File: config.mk
export PLATFORM = sky130hd
export DESIGN_NAME = axi2apb_req_arb_flat
export DESIGN_NICKNAME = d
export VERILOG_FILES = /design/src/rtl/axi2apb_req_arb_if.sv /design/src/rtl/axi2apb_req_arb.sv /design/src/flat_wrapper.sv
export SDC_FILE = /design/constraint.sdc
export NUM_CORES = 1
export LEC_CHECK = 0
export ABC_CLOCK_PERIOD_IN_PS = 2250
export CAP_MARGIN = 25
export CELL_PAD_IN_SITES_DETAIL_PLACEMENT = 1
export CELL_PAD_IN_SITES_GLOBAL_PLACEMENT = 1
export CORE_UTILIZATION = 27
export CTS_CLUSTER_SIZE = 30
export DETAILED_ROUTE_END_ITERATION = 10
export GPL_TIMING_DRIVEN = 0
export PLACE_DENSITY = 0.93
export SLEW_MARGIN = 10
export SYNTH_ARGS = -nofsm -noshare
export SYNTH_HDL_FRONTEND = slang
export SYNTH_SLANG_ARGS = --single-unit
File: constraint.sdc
create_clock -name PCLK -period 2.25 [get_ports PCLK]
set_input_delay 0.3375 -clock PCLK [delete_from_list [all_inputs] [get_ports PCLK]]
set_output_delay 0.3375 -clock PCLK [all_outputs]
set_load 0.01 [all_outputs]
File: src/rtl/axi2apb_req_arb_if.sv
// axi2apb_req_arb_if: requester-side and APB-request-side signals of the axi2apb request arbiter
//   master: arbiter view (drives ACK/DATAR/ERROR/GRANT and all M_* requests)
//   slave : environment view (requesters plus downstream APB block)
//   Per-requester fields are packed, requester i at [i*w +: w].
interface axi2apb_req_arb_if #(
  parameter int NUM_REQ    = 2,
  parameter int NUM_PSLAVE = 8,
  parameter int WIDTH_PAD  = 32
);
  logic [NUM_REQ-1:0]           REQ;
  logic [NUM_REQ-1:0]           ACK;
  logic [NUM_REQ*WIDTH_PAD-1:0] ADDR;
  logic [NUM_REQ-1:0]           WR;
  logic [NUM_REQ*32-1:0]        DATAW;
  logic [NUM_REQ*4-1:0]         BE;
  logic [NUM_REQ*3-1:0]         PROT;
  logic [31:0]                  DATAR;
  logic                         ERROR;
  logic [NUM_REQ-1:0]           GRANT;
  logic                         M_REQ;
  logic                         M_ACK;
  logic [NUM_PSLAVE-1:0]        M_SEL;
  logic [WIDTH_PAD-1:0]         M_ADDR;
  logic                         M_WR;
  logic [31:0]                  M_DATAW;
  logic [3:0]                   M_BE;
  logic [2:0]                   M_PROT;
  logic [31:0]                  M_DATAR;
  logic                         M_ERROR;
  modport master (
    input  REQ, ADDR, WR, DATAW, BE, PROT, M_ACK, M_DATAR, M_ERROR,
    output ACK, DATAR, ERROR, GRANT, M_REQ, M_SEL, M_ADDR, M_WR, M_DATAW, M_BE, M_PROT
  );
  modport slave (
    output REQ, ADDR, WR, DATAW, BE, PROT, M_ACK, M_DATAR, M_ERROR,
    input  ACK, DATAR, ERROR, GRANT, M_REQ, M_SEL, M_ADDR, M_WR, M_DATAW, M_BE, M_PROT
  );
endinterface

File: src/rtl/axi2apb_req_arb.sv
// axi2apb_req_arb: round-robin arbiter sharing one axi2apb APB request port among NUM_REQ requesters
//   PCLK   : clock
//   PRESET : synchronous active-high reset
//   bus    : axi2apb_req_arb_if.master, its parameters must match this module's
//   Upstream REQ/ACK and downstream M_REQ/M_ACK are four-phase; all outputs are registered.
//   Addresses whose slave index is >= NUM_PSLAVE complete locally with ERROR=1.
module axi2apb_req_arb #(
  parameter int NUM_REQ    = 2,
  parameter int NUM_PSLAVE = 8,
  parameter int WIDTH_PAD  = 32,
  parameter int SEL_LSB    = 12,
  parameter int SEL_W      = 3
) (
  input logic PCLK,
  input logic PRESET,
  axi2apb_req_arb_if.master bus
);
  localparam int PW = NUM_REQ > 1 ? $clog2(NUM_REQ) : 1;
  localparam logic [1:0] IDLE = 2'd0, MREQ = 2'd1, MREL = 2'd2, UACK = 2'd3;
  logic [1:0] state;
  logic [PW-1:0] ptr, g, pick, j;
  logic [WIDTH_PAD-1:0] a;
  logic [SEL_W-1:0] idx;
  logic in_range;
  // Walk offsets downward so the requester closest above ptr is the last, winning, assignment.
  always_comb begin
    pick = '0;
    j = '0;
    for (int k = NUM_REQ - 1; k >= 0; k--) begin
      j = PW'((int'(ptr) + k) % NUM_REQ);
      if (bus.REQ[j]) pick = j;
    end
  end
  assign a = bus.ADDR[pick*WIDTH_PAD +: WIDTH_PAD];
  assign idx = a[SEL_LSB +: SEL_W];
  assign in_range = int'(idx) < NUM_PSLAVE;
  always_ff @(posedge PCLK) begin
    if (PRESET) begin
      state <= IDLE;
      ptr <= '0;
      g <= '0;
      bus.ACK <= '0;
      bus.GRANT <= '0;
      bus.DATAR <= '0;
      bus.ERROR <= 1'b0;
      bus.M_REQ <= 1'b0;
      bus.M_SEL <= '0;
      bus.M_ADDR <= '0;
      bus.M_WR <= 1'b0;
      bus.M_DATAW <= '0;
      bus.M_BE <= '0;
      bus.M_PROT <= '0;
    end else begin
      case (state)
        IDLE: if (|bus.REQ) begin
          g <= pick;
          bus.GRANT <= NUM_REQ'(1) << pick;
          bus.M_ADDR <= a;
          bus.M_WR <= bus.WR[pick];
          bus.M_DATAW <= bus.DATAW[pick*32 +: 32];
          bus.M_BE <= bus.BE[pick*4 +: 4] & {4{bus.WR[pick]}};
          bus.M_PROT <= bus.PROT[pick*3 +: 3];
          bus.M_SEL <= in_range ? NUM_PSLAVE'(1) << idx : '0;
          bus.M_REQ <= in_range;
          // Out-of-range: answer immediately, nothing goes downstream.
          if (!in_range) begin
            bus.DATAR <= '0;
            bus.ERROR <= 1'b1;
            bus.ACK <= NUM_REQ'(1) << pick;
          end
          state <= in_range ? MREQ : UACK;
        end
        MREQ: if (bus.M_ACK) begin
          bus.DATAR <= bus.M_DATAR;
          bus.ERROR <= bus.M_ERROR;
          bus.M_REQ <= 1'b0;
          state <= MREL;
        end
        MREL: if (!bus.M_ACK) begin
          bus.ACK <= NUM_REQ'(1) << g;
          state <= UACK;
        end
        default: if (!bus.REQ[g]) begin
          bus.ACK <= '0;
          bus.GRANT <= '0;
          bus.M_SEL <= '0;
          ptr <= (int'(g) == NUM_REQ - 1) ? '0 : g + 1'b1;
          state <= IDLE;
        end
      endcase
    end
  end
endmodule
File: src/flat_wrapper.sv
// flat-port wrapper written by rule: the top's interface ports become plain ports
module axi2apb_req_arb_flat 
#(
  parameter int NUM_REQ    = 2,
  parameter int NUM_PSLAVE = 8,
  parameter int WIDTH_PAD  = 32,
  parameter int SEL_LSB    = 12,
  parameter int SEL_W      = 3
)
  (PCLK, PRESET, bus_REQ, bus_ADDR, bus_WR, bus_DATAW, bus_BE, bus_PROT, bus_M_ACK, bus_M_DATAR, bus_M_ERROR, bus_ACK, bus_DATAR, bus_ERROR, bus_GRANT, bus_M_REQ, bus_M_SEL, bus_M_ADDR, bus_M_WR, bus_M_DATAW, bus_M_BE, bus_M_PROT);
  axi2apb_req_arb_if #(.NUM_REQ(NUM_REQ), .NUM_PSLAVE(NUM_PSLAVE), .WIDTH_PAD(WIDTH_PAD)) bus_i ();
  input logic PCLK;
  input logic PRESET;
  input wire logic [$bits(bus_i.REQ)-1:0] bus_REQ;
  input wire logic [$bits(bus_i.ADDR)-1:0] bus_ADDR;
  input wire logic [$bits(bus_i.WR)-1:0] bus_WR;
  input wire logic [$bits(bus_i.DATAW)-1:0] bus_DATAW;
  input wire logic [$bits(bus_i.BE)-1:0] bus_BE;
  input wire logic [$bits(bus_i.PROT)-1:0] bus_PROT;
  input wire logic [$bits(bus_i.M_ACK)-1:0] bus_M_ACK;
  input wire logic [$bits(bus_i.M_DATAR)-1:0] bus_M_DATAR;
  input wire logic [$bits(bus_i.M_ERROR)-1:0] bus_M_ERROR;
  output wire logic [$bits(bus_i.ACK)-1:0] bus_ACK;
  output wire logic [$bits(bus_i.DATAR)-1:0] bus_DATAR;
  output wire logic [$bits(bus_i.ERROR)-1:0] bus_ERROR;
  output wire logic [$bits(bus_i.GRANT)-1:0] bus_GRANT;
  output wire logic [$bits(bus_i.M_REQ)-1:0] bus_M_REQ;
  output wire logic [$bits(bus_i.M_SEL)-1:0] bus_M_SEL;
  output wire logic [$bits(bus_i.M_ADDR)-1:0] bus_M_ADDR;
  output wire logic [$bits(bus_i.M_WR)-1:0] bus_M_WR;
  output wire logic [$bits(bus_i.M_DATAW)-1:0] bus_M_DATAW;
  output wire logic [$bits(bus_i.M_BE)-1:0] bus_M_BE;
  output wire logic [$bits(bus_i.M_PROT)-1:0] bus_M_PROT;
  assign bus_i.REQ = bus_REQ;
  assign bus_i.ADDR = bus_ADDR;
  assign bus_i.WR = bus_WR;
  assign bus_i.DATAW = bus_DATAW;
  assign bus_i.BE = bus_BE;
  assign bus_i.PROT = bus_PROT;
  assign bus_i.M_ACK = bus_M_ACK;
  assign bus_i.M_DATAR = bus_M_DATAR;
  assign bus_i.M_ERROR = bus_M_ERROR;
  assign bus_ACK = bus_i.ACK;
  assign bus_DATAR = bus_i.DATAR;
  assign bus_ERROR = bus_i.ERROR;
  assign bus_GRANT = bus_i.GRANT;
  assign bus_M_REQ = bus_i.M_REQ;
  assign bus_M_SEL = bus_i.M_SEL;
  assign bus_M_ADDR = bus_i.M_ADDR;
  assign bus_M_WR = bus_i.M_WR;
  assign bus_M_DATAW = bus_i.M_DATAW;
  assign bus_M_BE = bus_i.M_BE;
  assign bus_M_PROT = bus_i.M_PROT;
  axi2apb_req_arb #(.NUM_REQ(NUM_REQ), .NUM_PSLAVE(NUM_PSLAVE), .WIDTH_PAD(WIDTH_PAD), .SEL_LSB(SEL_LSB), .SEL_W(SEL_W)) u_core (.PCLK(PCLK), .PRESET(PRESET), .bus(bus_i));
endmodule
* After elaboration in Yosys (flattened, before gate mapping)
Index checks and enable logic that the tools add are counted.
** Word-level totals
- Bits of input ports :: 182
- Bits in registers :: 122
- Word-level logic and storage cells :: 80
** Operators by class
- Multiplexer cells :: 26
- Multipliers :: 1
- Shifts and indexed selects :: 7
- Eq/ne operators :: 8
- Add/sub/neg operators :: 2
- Bitwise gates (word level) :: 5
- Reductions and logical operators :: 13
- $lt $le $gt $ge :: 4
** Operator list (number)
- indexed part select 64 x 7 -> 32 bit :: 2
- 2-to-1 mux 8 bit :: 2
- case mux 8 bit (2 select lines) :: 1
- 2-to-1 mux 1 bit :: 13
- 2-to-1 mux 2 bit :: 6
- AND reduction 3 bit :: 3
- < comparator 1 x 2 -> 1 bit (second input constant) :: 4
- inequality test 2 bit (second input constant) :: 4
- case mux 2 bit (2 select lines) :: 2
- indexed part select 8 x 4 -> 4 bit :: 1
- left shift 1 x 3 -> 8 bit (first input constant) :: 1
- case mux 2 bit (3 select lines) :: 1
- AND reduction 2 bit :: 3
- OR reduction 2 bit :: 3
- indexed part select 6 x 4 -> 3 bit :: 1
- AND 4 bit :: 1
- inequality test 4 bit (second input constant) :: 1
- inverter 1 bit :: 4
- AND reduction 4 bit :: 1
- left shift 1 x 1 -> 2 bit (first input constant) :: 2
- multiplier 1 x 2 -> 3 bit (second input constant) :: 1
- OR reduction 3 bit :: 1
- adder 1 bit (second input constant) :: 2
- equality test 2 x 1 -> 1 bit (second input constant) :: 1
- other kinds (5) :: 5

* Depth between registers and ports, before layout
Gate-level depths: netlist of the first run.
- Depth in word-level cells :: 9
- Gate-level depth with buffers :: 8
- Mapped depth without buffers :: 6

* Worst setup path after synthesis of the first run
Ideal clock, no wire load.
- Path kind :: register to register
- Start :: register u_core.state[0]
- End :: register u_core.state[0]
- Period minus slack after synthesis :: 1.738 ns
- Setup time :: 0.128 ns
- Path buffers :: 1
- Data required time :: 2.122 ns
- Setup slack :: 0.512 ns
- Arrival time :: 1.610 ns
- Cell stages (with the launch flop) :: 8
- Cell sequence :: dfxtp_1 inv_1 ha_1 buf_2 or2_2 o311a_1 mux2i_1 nor2_1
** On the way
- Cells in the longest elaborated chain, start to end :: 3
- Elaborated cells on any way between the ends :: 9
- Classes of those cells :: 6 x eq/ne; 1 x mux; 2 x reduce/logical
** Ends and longest elaborated chain
- from (decl) :: RTL line axi2apb_req_arb.sv:20 : logic [1:0] state;
- from (signal assigned) :: RTL line axi2apb_req_arb.sv:71 : state <= in_range ? MREQ : UACK;
- equality test 2 x 1 -> 1 bit (tied with other cells) :: RTL line axi2apb_req_arb.sv:54 : case (state)
- inequality test 4 bit (no source line) (tied with other cells)
- AND reduction 4 bit (no source line)
Parallel ways exist; a longest one is shown, timed or not.
A chain may end at the register's enable or synchronous reset.

* Worst setup path in the final report of the first run
- Start :: register u_core.state[1]
- End :: register u_core.bus.DATAR[7]
** On the way
- Cells in the longest elaborated chain, start to end :: 2
** Ends and longest elaborated chain
- equality test 2 x 1 -> 1 bit :: RTL line axi2apb_req_arb.sv:54
- AND reduction 2 bit (no source line)
- to (signal assigned) :: RTL line axi2apb_req_arb.sv:74 : bus.DATAR <= bus.M_DATAR;
- to (decl) :: RTL line axi2apb_req_arb_if.sv:32 : output ACK, DATAR, ERROR, GRANT, M_REQ, M_SEL, M_ADDR, M_WR, M_DATAW, M_BE, M_PROT
Every way passes these cells.

==> results of run 1 <==
-- cell usage after synthesis (5+ instances only) --
| master | instances |
|---|---|
| buf_2 | 8 |
| nor2_1 | 82 |
| clkbuf_1 | 30 |
| o211ai_1 | 9 |
| a21oi_1 | 48 |
| mux2i_1 | 68 |
| ha_1 | 5 |
| inv_1 | 7 |
| nand2_1 | 82 |
| buf_4 | 6 |
| a211oi_1 | 68 |
| dfxtp_1 | 122 |
-- power by group through the flow --
stage | clock network [mW] | logic, mW | registers (mW)
after CTS | 2.79 | 4.34 | 3.11
after global routing | 2.89 | 4.67 | 3.17
final | 2.75 | 4.30 | 3.10
after floorplan | 0 | 1.86 | 3.36
after detailed placement | 0 | 4.27 | 3.15
after global placement | 0 | 4.15 | 3.10
-- stage by stage --
stage / utilization / total power, mW
finish: 0.486 / 10.2
floorplan: - / 5.22
global placement: 0.455 / 7.26
CTS: 0.486 / 10.2
global route: 0.486 / 10.7
detailed placement: 0.455 / 7.42
-- critical path: stages (launching register included) --
cell and delay (ns):
dfxtp_1 0.36, inv_1 0.13, ha_1 0.28, and2_1 0.15, clkbuf_1 0.30, clkbuf_1 0.43, nand2_1 0.12, a21oi_1 0.16
-- timing repair --
item / in CTS / in global routing
hold buffers: 0 / 0
endpoints found under the setup margin: 0 / 14
resized for setup: 0 / 6
-- layer usage --
layer,part of all wire,vias up
li1,-,2703
met1,0.40,2676
met2,0.51,198
met3,0.060,36
met4,0.026,0
met5,0,-
-- kinds of logic after synthesis --
kind of cell / after synthesis
fa+ha+maj: 5
compound gates: 147
simple gates: 190
mux: 68
flops: 122
buf+inv: 55
-- worst paths after layout --
kind / start / to / slack, ns / cells past startpoint
setup / recovery: u_core.state[1] / u_core.bus.DATAR[7] / 0.23 / 7
hold / removal: u_core.bus.M_BE[1] / u_core.bus.M_BE[1] / 0.45 / 2
hold reg to reg: u_core.bus.M_BE[1] / u_core.bus.M_BE[1] / 0.45 / 2
setup reg to reg: u_core.state[1] / u_core.bus.DATAR[7] / 0.23 / 7
-- sequential cells by signal, indices dropped and copies added (netlist names) --
name / count
u_core.bus.M_SEL: 8
u_core.ptr: 1
u_core.bus.M_ADDR: 32
u_core.g: 1
u_core.bus.M_BE: 4
u_core.bus.GRANT: 2
u_core.bus.DATAR: 32
u_core.bus.M_REQ: 1
u_core.bus.ACK: 2
u_core.bus.M_PROT: 3
u_core.bus.ERROR: 1
u_core.bus.M_WR: 1
u_core.bus.M_DATAW: 32
u_core.state: 2
-- cell type report --
| type | count | area (sq um) |
|---|---|---|
| fill | 2174 | 9700 |
| timing repair buffer | 299 | 2990 |
| multi-input combinational | 410 | 2530 |
| sequential | 122 | 2440 |
| clock buffer | 26 | 509 |
| tap | 260 | 325 |
| buffer | 48 | 277 |
| clock inverter | 6 | 85.1 |
| inverter | 7 | 26.3 |
==> qor.yml, run 1 <==
timing.fmax_ghz: 0.496
drive_above_1_share: 0.0588
gr-usage-met1: 0.235
pwr-share-comb: 0.424
fin_area_sq_um: 9190
synth_edf_count: 0
pwr-share-clk: 0.271
swShare: 0.350
grt_remaining_overflow: 0
gp_congestion: 0.813
ant_nets: 0
detail_route.iter0.violations: 170
synth_top_family_by_area: "compound AO/OA/AOI/OAI gates"
dieWidth_microns: 142
maxSlewHeadroom: 0.511
slew_violations: 0
port_buffers: 299
cts_max_path_buffers: 2
initial_core_util: 0.279
syn_to_final_growth_pct: 74.3
grt-busiest-layer: "met2"
irDropWorstVdd_v: 0.000535
syn_nets: 774
intPower_mw: 6.60
grt_use_met3: 0.0574
switchingPower_mw: 3.56
grt_usage: 0.212
fin_worst_skew_ns: 0.00739
drt_first_pass_iters: 4
final_common_cell: "clkdlybuf4s50_1"
synth_compound_area_frac: 0.191
timing.final.crit_period_ns: 2.02
synth_warnings: 0
placed_cell_area_sq_um: 8590
wirelength_microns: 21600
dp_hpwl_microns: 16700
use_met2: 0.381
dp_slack_ns: -0.226
power.leakage_nw: 3.64
vias: 5613
nets: 1092
seq_area_frac_synth: 0.463
tightest_slew_ns: 0.733
path_clk_slew_ns: 0.06
crit_arrival_ns: 2.34
place_inst: 1146
h-tree-depth: 4
syn_area_sq_um: 5270
fin_cells: 1178
antenna_found_initial: 1
maxCapViolations: 0
fin_crit_sh: 0.897
synth-simple-area-share: 0.148
cts.sinks: 122
cts_inserted_buffers: 17
start_kind: "flip-flop"
drcViolationCount: 0
synth_xor_area_frac: 0
pwr-share-seq: 0.306
yosysUniqueCellTypes: 40
die_h_microns: 142
muxShareOfSynthArea: 0.129
grt_max_degree: 17
synth-seq-cells: 122
synth_top_area_frac: 0.463
cp_max_fo: 10
n_antenna_cell: 0
viasPerCell: 4.76
setup_viol: 0
hp-class: "flip-flop to flip-flop"
rsz0062_at_grt: "no"
grt_pass1_wl_microns: 32600
synthFlopType: "dfxtp_1"
dieArea_sq_um: 20100
synthArstFlopShare: 0
cts_setup_buffers: 0
synth_fa_ha_area_frac: 0.0119
cts_root_buffer: "clkbuf_16"
status: "complete, no violations"
clk_latency_ns: 0.41
wire_per_inst_microns: 18.3
tns_ns: 0
hold_violations: 0
hold_ws_ns: 0.452
cp.required_ns: 2.58
synth_area_per_cell_sq_um: 8.98
coreArea_sq_um: 18900
rows: 50
synthTopCellsByArea: "dfxtp_1, mux2i_1, a211oi_1"
ios: 300
powerDensity_nw_per_um2: 1100
synthCells: 587
grt_pass1_vias: 5966
crit_type: "flip-flop to flip-flop"
setup_slack_ns: 0.232
layout_common_cells: "clkdlybuf4s50_1, dfxtp_1, nor2_1, nand2_1"
cts_tree: "built"
yosysTopAreaCell: "dfxtp_1"
endpoint_kind: "flip-flop"
Note: power is estimated with default switching activity, not from simulation.
==> inputs of run 2 (changes only) <==
--- a/config.mk
+++ b/config.mk
@@ -5,15 +5,16 @@
 export SDC_FILE = /design/constraint.sdc
 export NUM_CORES = 1
 export LEC_CHECK = 0
-export ABC_CLOCK_PERIOD_IN_PS = 2250
+export ABC_CLOCK_PERIOD_IN_PS = 2600
 export CAP_MARGIN = 25
 export CELL_PAD_IN_SITES_DETAIL_PLACEMENT = 1
 export CELL_PAD_IN_SITES_GLOBAL_PLACEMENT = 1
-export CORE_UTILIZATION = 27
+export CORE_UTILIZATION = 29
+export CTS_BUF_LIST = sky130_fd_sc_hd__clkbuf_16
 export CTS_CLUSTER_SIZE = 30
 export DETAILED_ROUTE_END_ITERATION = 10
 export GPL_TIMING_DRIVEN = 0
-export PLACE_DENSITY = 0.93
+export PLACE_DENSITY = 0.95
 export SLEW_MARGIN = 10
 export SYNTH_ARGS = -nofsm -noshare
 export SYNTH_HDL_FRONTEND = slang
==> constraint.sdc (replaced) <==
create_clock -name PCLK -period 2.6 [get_ports PCLK]
set_input_delay 0.39 -clock PCLK [delete_from_list [all_inputs] [get_ports PCLK]]
set_output_delay 0.39 -clock PCLK [all_outputs]
set_load 0.01 [all_outputs]
==> run 2 against run 1 <==
Compared with the run above:
- routed wire length fell by 2.6%
- flip-flop and latch count stayed put
- largest cell class unchanged
- register-to-register slack improved by 0.37 ns
- clock-buffer cell count fell by 9
- worst setup slack improved by 0.34 ns
- global-route usage up 1.1 points
==> qor.yml, run 2 (synthesis gave the netlist of run 1 again) <==
hold_violations: 0  # unchanged
crit_buf_inv: 3  # unchanged
grt_remaining_overflow: 0  # unchanged
antenna_found_initial: 0  # -1
coreArea_sq_um: 17500  # -7.2%
critPathTopFamily: "buffers and inverters"
multi_input_area_sq_um: 2530  # unchanged
cts_tree: "built"
rsz0062_at_grt: "no"
grt_pass1_wl_microns: 31500  # -3.5%
ant_nets: 0  # unchanged
crit_slowest_cell: "clkdlybuf4s50_1"
drive_above_1_share: 0.0523  # -0.00648
die_h_microns: 137  # -3.5%
place_inst: 1111  # -3.1%
hp-class: "flip-flop to flip-flop"
cts_root_buffer: "clkbuf_16"
slew_violations: 0  # unchanged
syn_to_final_growth_pct: 72.8
grt_max_degree: 17  # unchanged
ios: 300  # unchanged
top_regs: "u_core.bus.DATAR: 32 flops, u_core.bus.M_ADDR: 32 flops, u_core.bus.M_DATAW: 32 flops"
cts_setup_buffers: 0  # unchanged
hold_ws_ns: 0.452  # +0.000311 ns
viasPerCell: 4.93  # +3.4%
grt_usage: 0.222  # +0.0109
setup_viol: 0  # unchanged
dieWidth_microns: 137  # -3.5%
cts_max_path_buffers: 2  # unchanged
port_buffers: 299  # unchanged
path_clk_slew_ns: 0.05  # about the same
crit_type: "primary input to flip-flop"
cts.sinks: 122  # unchanged
initial_core_util: 0.301  # +0.0216
dp_hpwl_microns: 16700  # +0.26%
maxCapViolations: 0  # unchanged
n_antenna_cell: 0  # unchanged
detail_route.iter0.violations: 122  # -28%
timing.final.crit_period_ns: 2.03
wirelength_microns: 21000  # -2.6%
fin_area_sq_um: 9110  # -0.83%
tns_ns: 0  # unchanged
power.leakage_nw: 3.64  # -0.19%
grt_pass1_vias: 6048  # +1.4%
layout_common_cells: "clkdlybuf4s50_1, dfxtp_1, nor2_1, nand2_1"
fin_crit_sh: 0.781
cts_hold_buf: 0  # unchanged
fin_cells: 1142  # -3.1%
h-tree-depth: 4  # unchanged
powerDensity_nw_per_um2: 952  # -14%
wire_per_inst_microns: 18.4  # +0.49%
endpoint_kind: "flip-flop"
status: "complete, no violations"
dieArea_sq_um: 18700  # -6.8%
drt_first_pass_iters: 4  # unchanged
cp_cell_sequence: "clkdlybuf4s50_1, o21a_1, buf_2, clkbuf_1, nor2_1, a211oi_1"
drcViolationCount: 0  # unchanged
slowest_delay_ns: 0.68  # +0.25 ns
cp_max_fo: 10  # unchanged
final_common_cell: "clkdlybuf4s50_1"
nets: 1092  # unchanged
seqCellArea_sq_um: 2440  # unchanged
timing.fmax_ghz: 0.493
cts_inserted_buffers: 17  # unchanged
vias: 5627  # +0.25%
regToRegSetupSlack_ns: 0.60  # +0.37 ns
cts_resized: 0  # unchanged
cp.required_ns: 2.91  # +0.33 ns
maxSlewHeadroom: 0.552  # +0.0411
placed_cell_area_sq_um: 8550  # -0.51%
tightest_slew_ns: 0.671  # -0.0617 ns
clk_latency_ns: 0.41  # about the same
fill_cells: 1993  # -8.3%
gp_congestion: 0.823  # +1.2%
start_kind: "primary input"
irDropWorstVdd_v: 0.000485  # -9.3%
rows: 48  # -4.0%
crit_arrival_ns: 2.34  # about the same
fin_worst_skew_ns: 0.00734  # -0.0000463 ns
-- run 2: changes by cell type in the layout (fill, tap and decap cells not counted), sizes merged --
cell,before,now
inv,7,10
bufinv,2,3
clkbuf,56,47
clkinv,2,7
clkinvlp,2,1
-- run 2: worst reg2reg max path, stage by stage (launching register included) --
cell and delay (ns):
dfxtp_1 0.42, inv_1 0.09, ha_1 0.23, buf_2 0.20, o211ai_1 0.56, and2b_1 0.29, o2bb2ai_1 0.14
-- run 2: layer usage --
metal / up-vias / global-route usage / wire length [microns]
met4: 0 / 0.0891 / 535
met3: 34 / 0.0596 / 1430
met2: 196 / 0.420 / 11200
met1: 2693 / 0.231 / 7880
met5: - / 0 / 0
li1: 2704 / - / -
-- run 2: report_power, final --
group | internal, mW | switching (mW) | leakage (nW)
Combinational | 1.77 | 1.92 | 2.34
Clock | 1.47 | 0.829 | 0.288
Sequential | 2.39 | 0.293 | 1.00
-- run 2: stage by stage --
stage,worst slack (ns),power (mW),util
finish,0.571,8.68,0.520
global route,0.410,9.20,0.520
CTS,0.521,8.78,0.520
detailed placement,0.108,6.45,0.487
global placement,0.134,6.27,0.487
floorplan,0.862,4.52,-
-- run 2: path summary, 6_finish.rpt --
path,endpoint,from,depth (start not counted)
worst max-delay path,u_core.bus.M_ADDR[31],bus_REQ[0],6
worst min-delay path,u_core.bus.DATAR[17],u_core.bus.DATAR[17],2
worst max register to register,u_core.bus.M_SEL[3],u_core.state[0],6
worst min register to register,u_core.bus.DATAR[17],u_core.bus.DATAR[17],2
-- run 2: cell type report --
| class | instances | share of cell area |
|---|---|---|
| inverter | 7 | 0.00288 |
| tap | 225 | 0.0309 |
| multi-input combinational | 410 | 0.278 |
| clock inverter | 14 | 0.0154 |
| buffer | 48 | 0.0299 |
| sequential | 122 | 0.268 |
| clock buffer | 17 | 0.0467 |
| timing repair buffer | 299 | 0.328 |
